$ cat src/rtl/muldiv_unit.sv
// Iterative RV32M/RV64M-style multiply/divide unit: single-cycle product, radix-2 restoring divide.
// Latency: MUL ops done two cycles after accept, divides DATA_W+1 (specials 2 when OPT_FAST_SPECIAL=1).
// No backpressure: start is only sampled in IDLE; flush or rst abandons the op without a done pulse.
module muldiv_unit #(
  parameter int DATA_W           = 32,
  parameter bit OPT_FAST_SPECIAL = 1'b1
) (
  input  logic              clk,
  input  logic              rst,
  input  logic              start,
  input  logic [2:0]        funct3,
  input  logic [DATA_W-1:0] src1,
  input  logic [DATA_W-1:0] src2,
  input  logic              flush,
  output logic              busy,
  output logic              done,
  output logic [DATA_W-1:0] result
);

  localparam int CNT_W = $clog2(DATA_W) + 1;
  localparam logic [DATA_W-1:0] MOST_NEG = {1'b1, {(DATA_W-1){1'b0}}};

  typedef enum logic [1:0] {S_IDLE, S_MUL, S_DIV, S_DONE} state_t;

  state_t             state_q, state_d;
  logic [2:0]         op_q, op_d;
  logic [DATA_W-1:0]  a_q, a_d;        // raw src1 (multiplicand, special-case results)
  logic [DATA_W-1:0]  b_q, b_d;        // raw src2 (multiplier)
  logic [DATA_W-1:0]  quo_q, quo_d;    // dividend magnitude shifting out, quotient shifting in
  logic [DATA_W-1:0]  rem_q, rem_d;    // partial remainder
  logic [DATA_W-1:0]  dvs_q, dvs_d;    // divisor magnitude
  logic [CNT_W-1:0]   cnt_q, cnt_d;
  logic               qneg_q, qneg_d;  // negate quotient at the end
  logic               rneg_q, rneg_d;  // negate remainder at the end
  logic               dz_q, dz_d;      // divide by zero
  logic               spec_q, spec_d;  // divide by zero or signed overflow
  logic [DATA_W-1:0]  result_q, result_d;

  // Operand decode at accept time: magnitudes and special-case detection for divides
  logic               div_signed, sign1, sign2, src2_zero, div_ovf;
  logic [DATA_W-1:0]  mag1, mag2;
  assign div_signed = ~funct3[0];
  assign sign1      = div_signed & src1[DATA_W-1];
  assign sign2      = div_signed & src2[DATA_W-1];
  assign mag1       = sign1 ? -src1 : src1;
  assign mag2       = sign2 ? -src2 : src2;
  assign src2_zero  = (src2 == '0);
  assign div_ovf    = div_signed && (src1 == MOST_NEG) && (src2 == '1);

  // Multiply: sign-extend both operands to 2*DATA_W so one unsigned multiplier covers all signedness mixes
  logic                a_sgn, b_sgn;
  logic [2*DATA_W-1:0] a_ext, b_ext, prod;
  logic [DATA_W-1:0]   mul_res;
  assign a_sgn   = (op_q == 3'b001) || (op_q == 3'b010);
  assign b_sgn   = (op_q == 3'b001);
  assign a_ext   = {{DATA_W{a_sgn & a_q[DATA_W-1]}}, a_q};
  assign b_ext   = {{DATA_W{b_sgn & b_q[DATA_W-1]}}, b_q};
  assign prod    = a_ext * b_ext;
  assign mul_res = (op_q == 3'b000) ? prod[DATA_W-1:0] : prod[2*DATA_W-1:DATA_W];

  // One restoring step; bit DATA_W of the difference is the borrow whenever the divisor is nonzero
  logic [DATA_W:0]    rem_sh, rem_sub;
  logic               ge;
  logic [DATA_W-1:0]  rem_nx, quo_nx, q_fin, r_fin, div_res;
  assign rem_sh  = {rem_q, quo_q[DATA_W-1]};
  assign rem_sub = rem_sh - {1'b0, dvs_q};
  assign ge      = ~rem_sub[DATA_W];
  assign rem_nx  = ge ? rem_sub[DATA_W-1:0] : rem_sh[DATA_W-1:0];
  assign quo_nx  = {quo_q[DATA_W-2:0], ge};
  assign q_fin   = spec_q ? (dz_q ? '1 : a_q) : (qneg_q ? -quo_nx : quo_nx);
  assign r_fin   = spec_q ? (dz_q ? a_q : '0) : (rneg_q ? -rem_nx : rem_nx);
  assign div_res = op_q[1] ? r_fin : q_fin;

  // Next-state and datapath control; flush overrides everything and leaves result untouched
  always_comb begin
    state_d  = state_q;
    op_d     = op_q;
    a_d      = a_q;
    b_d      = b_q;
    quo_d    = quo_q;
    rem_d    = rem_q;
    dvs_d    = dvs_q;
    cnt_d    = cnt_q;
    qneg_d   = qneg_q;
    rneg_d   = rneg_q;
    dz_d     = dz_q;
    spec_d   = spec_q;
    result_d = result_q;
    case (state_q)
      S_IDLE: begin
        if (start && !flush) begin
          op_d    = funct3;
          a_d     = src1;
          b_d     = src2;
          quo_d   = mag1;
          dvs_d   = mag2;
          rem_d   = '0;
          cnt_d   = '0;
          qneg_d  = sign1 ^ sign2;
          rneg_d  = sign1;
          dz_d    = src2_zero;
          spec_d  = src2_zero | div_ovf;
          state_d = funct3[2] ? S_DIV : S_MUL;
        end
      end
      S_MUL: begin
        result_d = mul_res;
        state_d  = S_DONE;
      end
      S_DIV: begin
        if (OPT_FAST_SPECIAL && spec_q) begin
          result_d = div_res;
          state_d  = S_DONE;
        end else begin
          rem_d = rem_nx;
          quo_d = quo_nx;
          cnt_d = cnt_q + CNT_W'(1);
          if (cnt_q == CNT_W'(DATA_W - 1)) begin
            result_d = div_res;
            state_d  = S_DONE;
          end
        end
      end
      S_DONE:  state_d = S_IDLE;
      default: state_d = S_IDLE;
    endcase
    if (flush) begin
      state_d  = S_IDLE;
      result_d = result_q;
    end
  end

  // State and datapath registers, all cleared by the asynchronous reset
  always_ff @(posedge clk or posedge rst) begin
    if (rst) begin
      state_q  <= S_IDLE;
      op_q     <= '0;
      a_q      <= '0;
      b_q      <= '0;
      quo_q    <= '0;
      rem_q    <= '0;
      dvs_q    <= '0;
      cnt_q    <= '0;
      qneg_q   <= 1'b0;
      rneg_q   <= 1'b0;
      dz_q     <= 1'b0;
      spec_q   <= 1'b0;
      result_q <= '0;
    end else begin
      state_q  <= state_d;
      op_q     <= op_d;
      a_q      <= a_d;
      b_q      <= b_d;
      quo_q    <= quo_d;
      rem_q    <= rem_d;
      dvs_q    <= dvs_d;
      cnt_q    <= cnt_d;
      qneg_q   <= qneg_d;
      rneg_q   <= rneg_d;
      dz_q     <= dz_d;
      spec_q   <= spec_d;
      result_q <= result_d;
    end
  end

  assign busy   = (state_q != S_IDLE);
  assign done   = (state_q == S_DONE);
  assign result = result_q;

endmodule

$ cat config.mk
export PLATFORM = sky130hd
export DESIGN_NAME = muldiv_unit
export DESIGN_NICKNAME = d
export VERILOG_FILES = /design/src/rtl/muldiv_unit.sv
export SDC_FILE = /design/constraint.sdc
export NUM_CORES = 2
export LEC_CHECK = 0
export ABC_AREA = 1
export CORE_MARGIN = 1.5
export CORE_UTILIZATION = 40
export DETAILED_ROUTE_END_ITERATION = 10
export GPL_TIMING_DRIVEN = 0
export PLACE_DENSITY = 0.63
export SYNTH_ARGS = -nofsm -noshare
export SYNTH_HDL_FRONTEND = slang
export SYNTH_SLANG_ARGS = --single-unit
$ cat constraint.sdc
create_clock -name clk -period 9.1 [get_ports clk]
set_clock_uncertainty 0.05 [all_clocks]
set_input_delay 1.82 -clock clk [delete_from_list [all_inputs] [get_ports clk]]
set_output_delay 1.82 -clock clk [all_outputs]
set_load 0.01 [all_outputs]
* Word level (Yosys, flattened, before mapping)
Cells that the tools add are included.
** Storage, ports and cells
- Register bits :: 207
- Input port bits :: 71
- Output and inout bits :: 34
- Logic and storage cells :: 86
** Operators by class
- Add/sub/neg operators :: 6
- $mul :: 1
- Equal/unequal tests :: 13
- Muxes and demuxes :: 29
- Bitwise logic cells :: 9
- Reduce and logical (&&, ||, !) cells :: 15
** Operators with widths (count)
- $mux 32 :: 17
- $pmux 32 s2 :: 3
- $neg 32->32 :: 4
- $eq 32x32->1 const B :: 2
- $mul 33x33->64 :: 1
- $sub 33x32->33 :: 1
- $logic_not 32->1 :: 1
- $mux 6 :: 2
- $pmux 6 s2 :: 1
- $mux 2 :: 5
- $pmux 2 s4 :: 1
- $add 6x1->6 const B :: 1
- $eq 6x5->1 const B :: 1
- $ne 3x3->1 const B :: 2
- $reduce_and 3->1 :: 2
- $reduce_bool 2->1 :: 3
- $and 1x1->1 :: 4
- $eq 2x2->1 const B :: 2
- $ne 2x2->1 const B :: 2
- $ne 4x4->1 const B :: 1
- $reduce_and 2->1 :: 2
- $eq 3x1->1 const B :: 1
- $eq 3x2->1 const B :: 1
- $logic_and 1x1->1 :: 3
- other kinds (8) :: 10

* Depth between registers and ports, before layout
- Depth in word-level cells :: 9
- Depth in mapped cells :: 38
- Gate-level depth less buffers :: 38

* Least setup slack after synthesis
OpenSTA, ideal clock, no wires.
- Path type :: flip-flop to flip-flop
- From :: register op_q[0]
- To :: register result_q[31], in the netlist result[31]
- Setup time :: 122 ps
- Arrival :: 7885 ps
- Data required time :: 8928 ps
- Slack :: 1043 ps
- Stages on the path, launching flop included :: 32
- Buffers on the path :: 1
- Clock period less this slack :: 8057 ps
- Path through :: dfrtp_1 nor2_1 nand2_1 nand2_1 nand2_1 clkinv_1 clkbuf_1 nand2_1 fa_1 fa_1 fa_1 inv_1 fa_1 fa_1 fa_1 inv_1 fa_1 fa_1 inv_1 ha_1 a21oi_1 inv_1 a31oi_1 nor2_1 a2111oi_0 o211ai_1 a21oi_1 nand3_1 nand3_1 nand2_1 a21oi_1 a21oi_2
** Between the ends
- Word-level cells in the longest chain between the ends :: 6
- Elaborated cells on any way between the ends :: 9
- Those cells by class :: mul (1); eq/ne (2); mux (2); bitwise (2); reduce/logical (2)
** RTL lines
- start, declared :: RTL line 26 : logic [2:0] op_q, op_d;
- start signal, assigned :: RTL line 151 : op_q <= op_d;
- $eq 3x1->1 or $eq 3x2->1 (tied branches) :: RTL line 54, 55
- $logic_or 1x1->1 :: RTL line 54 : assign a_sgn = (op_q == 3'b001) || (op_q == 3'b010);
- $and 1x1->1 :: RTL line 56 : assign a_ext = {{DATA_W{a_sgn & a_q[DATA_W-1]}}, a_q};
- $mul 33x33->64 :: RTL line 58 : assign prod = a_ext * b_ext;
- $mux 32 * :: RTL line 59 : assign mul_res = (op_q == 3'b000) ? prod[DATA_W-1:0] : prod[2*DATA_W-1:DATA_W];
- $pmux 32 s2 * :: RTL line 89 : case (state_q)
- end signal, assigned :: RTL line 162 : result_q <= result_d;
- end, declared :: RTL line 37 : logic [DATA_W-1:0] result_q, result_d;
Every way passes the cells marked *; elsewhere a longest branch is shown, timed or not.
A chain may end at the register's enable or synchronous reset.

* Worst setup path in the final report
- From :: register a_q[4]
- To :: register result_q[13], in the netlist result[13]
** Between the ends
- Word-level cells in the longest chain between the ends :: 3
** RTL lines
- start, declared :: RTL line 27 : logic [DATA_W-1:0] a_q, a_d;
- start signal, assigned :: RTL line 138 : a_q <= '0;
- start signal, assigned :: RTL line 152 : a_q <= a_d;
- $mul 33x33->64 :: RTL line 58
- $mux 32 :: RTL line 59
- $pmux 32 s2 :: RTL line 89
Every way passes these cells.

==> summary.txt <==
Timing
  • Tcrit/Tclk final: 98.7%
  • Total negative slack: 0 ps
  • Final setup viols: 0
  • Pins over their slew limit: 0
  • Max Fclk: 111 MHz
  • Worst-margin pin slew: 1220 ps
  • Post-layout min period: 8980 ps
  • Hold Violations, Final: 0
  • Slew margin rel.: 18.9%

Yosys
  • Synth Net Count: 8733
  • Syn_area_per_cell: 7.55 um^2
  • EDFF count, synth: 0
  • Main synth FF type: dfrtp_1
  • Post-synthesis cell count: 7283
  • Async S/R FF share, synth: 100%
  • Most common cell in the netlist: inv_1
  • Top post-synthesis cells by count: inv_1 (1918), nand2_1 (1913), fa_1 (1126)
  • Sequential area share after synthesis: 9.37%
  • Top cell type's share of synthesized area: 41.0%
  • Synthesized area: 55000 um^2
  • Synthesized flop and latch total: 206
  • Ys Warns: 0
  • Cell taking the most area after synthesis: fa_1
  • Yosys cell types: 54
  • Synth area leaders: fa_1 (41%), inv_1 (13%), nand2_1 (13%), dfrtp_1 (9.4%), ha_1 (5.8%)

Outcome
  • Outcome: completed

Job
  • Max_cap viols: 0

Cells and area
  • Area grow syn2layout: 8.34%
  • Layout cells sized above 1: 5.16%
  • FILL cells: 14000
  • Nets: 8832

Worst setup path
  • Crit. path cell count: 28
  • Worst path max stage delay: 1050 ps
  • Slowest CP cell: dfrtp_1
  • R2R cell count: 28
  • Buf/Inv on CP: 6
  • Worst reg-to-reg setup slack: 120 ps
  • Critical Path RT: 9490 ps
  • Worst Setup SP: a_q[4]
  • Worst R2R Start: a_q[4]
  • CP most frequent cell: fa_1
  • FF-to-FF End: result[13]
  • Crit path max-delay family: adder cells
  • Critical Path Sink: result[13]
  • Arrival time worst endpoint: 9380 ps
  • Worst Setup Path Type: register to register
  • Worst Setup Start Kind: register
  • Worst setup EP type: register
  • Critical path peak fanout: 10

Clocking
  • Clk pin slew, worst setup/hold paths: 60 ps
  • CTS tree: done
  • Longest Clk Path Bufs: 3
  • Worst-Skew Late Latency: 570 ps
  • CTS Sinks: 206
  • Num CTS Buffers: 27
  • Root Buffer: clkbuf_16
  • H-tree levels: 1

Detailed routing
  • Vias/cell: 5.39
  • Routed len/inst: 25.5 um
  • Detailed Route Iter0 Violations: 5142
  • Initial DRT Pass Iterations: 6
  • DRC violations left: 0
  • Post-Route WL: 234000 um
  • DRT antenna net count: 0
  • Via count: 49500

Placed design
  • Input/output buffers: 104
  • Gpl congestion: 1.04
  • DP HPWL: 199000 um

Floorplan
  • Core Area: 136000 um^2
  • Die span in y: 374 um
  • Die area: 140000 um^2
  • Die width: 374 um
  • Cell Rows: 135
  • Initial Util: 40.4%
  • # IOs: 105

Global route
  • Grt total ovfl: 0
  • Vias in the first global route: 49800
  • Initial antenna violation count: 13
  • Largest net degree at the start of global routing: 111
  • First-pass GRT wire length: 343000 um
  • Gr usage total: 33.8%

Min path
  • Worst hold path type: register to register
## routing by layer
layer | vias to the layer above | GRT usage (%) | routed length [um]
met3 | 581 | 7.03 | 24000
met4 | 14 | 18.8 | 16600
li1 | 21500 | - | -
met2 | 2683 | 51.5 | 102000
met1 | 24700 | 44.8 | 92100
met5 | - | 0 | 100
## cells by family (layout without fill, tap and decap cells)
family                     Yosys count  in the layout  share of synthesized area, %
buffers and inverters             2293           2412                          15.7
AOI/OAI and AO/OA                  663            663                          7.14
adders and majority gates         1379           1379                          46.8
other                                0              4                             0
and+or+nand+nor                   2670           2670                          19.8
xor gates and xnor gates            72             72                          1.15
DFF                                206            206                          9.37
## final cells by class
| cell class | instances | area, um^2 | area share [%] |
|---|---|---|---|
| Buffer | 308 | 1340 | 2.24 |
| Clock inverter | 13 | 116 | 0.195 |
| Inverter | 1927 | 7260 | 12.2 |
| Timing Repair Buffer | 128 | 1240 | 2.08 |
| Tap cell | 1781 | 2230 | 3.74 |
| Antenna cell | 4 | 10.0 | 0.0168 |
| Sequential cell | 206 | 5210 | 8.74 |
| Multi-Input combinational cell | 4784 | 41400 | 69.5 |
| Clock buffer | 36 | 769 | 1.29 |
## how the worst min path moves through the flow
stage                         start         to  slack [ps]  cells past startpoint
final                      dvs_q[2]   dvs_q[2]         450                      2
after global routing       dvs_q[2]   dvs_q[2]         490                      2
after detailed placement   dvs_q[2]   dvs_q[2]         430                      2
after floorplan           dvs_q[31]  dvs_q[31]         400                      2
after global placement     dvs_q[2]   dvs_q[2]         430                      2
after CTS                  dvs_q[2]   dvs_q[2]         450                      2
## layout by cell type, fill, tap and decap left out, drive strengths merged, types with 60 or more instances in the layout
cell type | Yosys | layout
ha | 253 | 253
fa | 1126 | 1126
nand3 | 256 | 256
o21ai | 216 | 216
clkdlybuf4s50 | 0 | 104
a21oi | 206 | 206
buf | 34 | 60
nand2 | 1955 | 1955
dfrtp | 206 | 206
clkbuf | 332 | 307
inv | 1922 | 1921
nor2 | 313 | 313
## worst min-delay path: stages, from the launching register on
cell     delay (ps)
dfrtp_1         350
nand2_1          50
o21ai_0          60
## flip-flops by register name, summed over array words and instances (netlist names)
name,flops
rem_q,32
dz_q,1
op_q,3
result,32
quo_q,32
dvs_q,31
rneg_q,1
cnt_q,6
spec_q,1
b_q,32
a_q,32
state_q,2
qneg_q,1
## what timing repair did
| item | CTS | global route |
|---|---|---|
| cloned | 0 | 0 |
| hold buffers | 0 | 0 |
| pin swaps | 5 | 7 |
| gates resized for setup | 121 | 129 |
| buffers inserted | 11 | 12 |
| endpoints found under the setup margin | 28 | 25 |
## stage by stage
stage          setup WS, ps  hold slack (ps)  std cells  utilization (%)  instance area [um^2]
2_1_floorplan          1040              399       7283                -                 55000
3_3_place_gp          -1790              426       9168             42.8                 58300
3_5_place_dp          -1530              434       9169             42.9                 58300
4_1_cts                1.60              448       9175             43.6                 59300
5_1_grt               -2.17              485       9183             43.8                 59600
6_report                117              450       9187             43.8                 59600
Power is not shown: default switching activity piles up to over one toggle a cycle in this logic, so the estimate is an artifact.
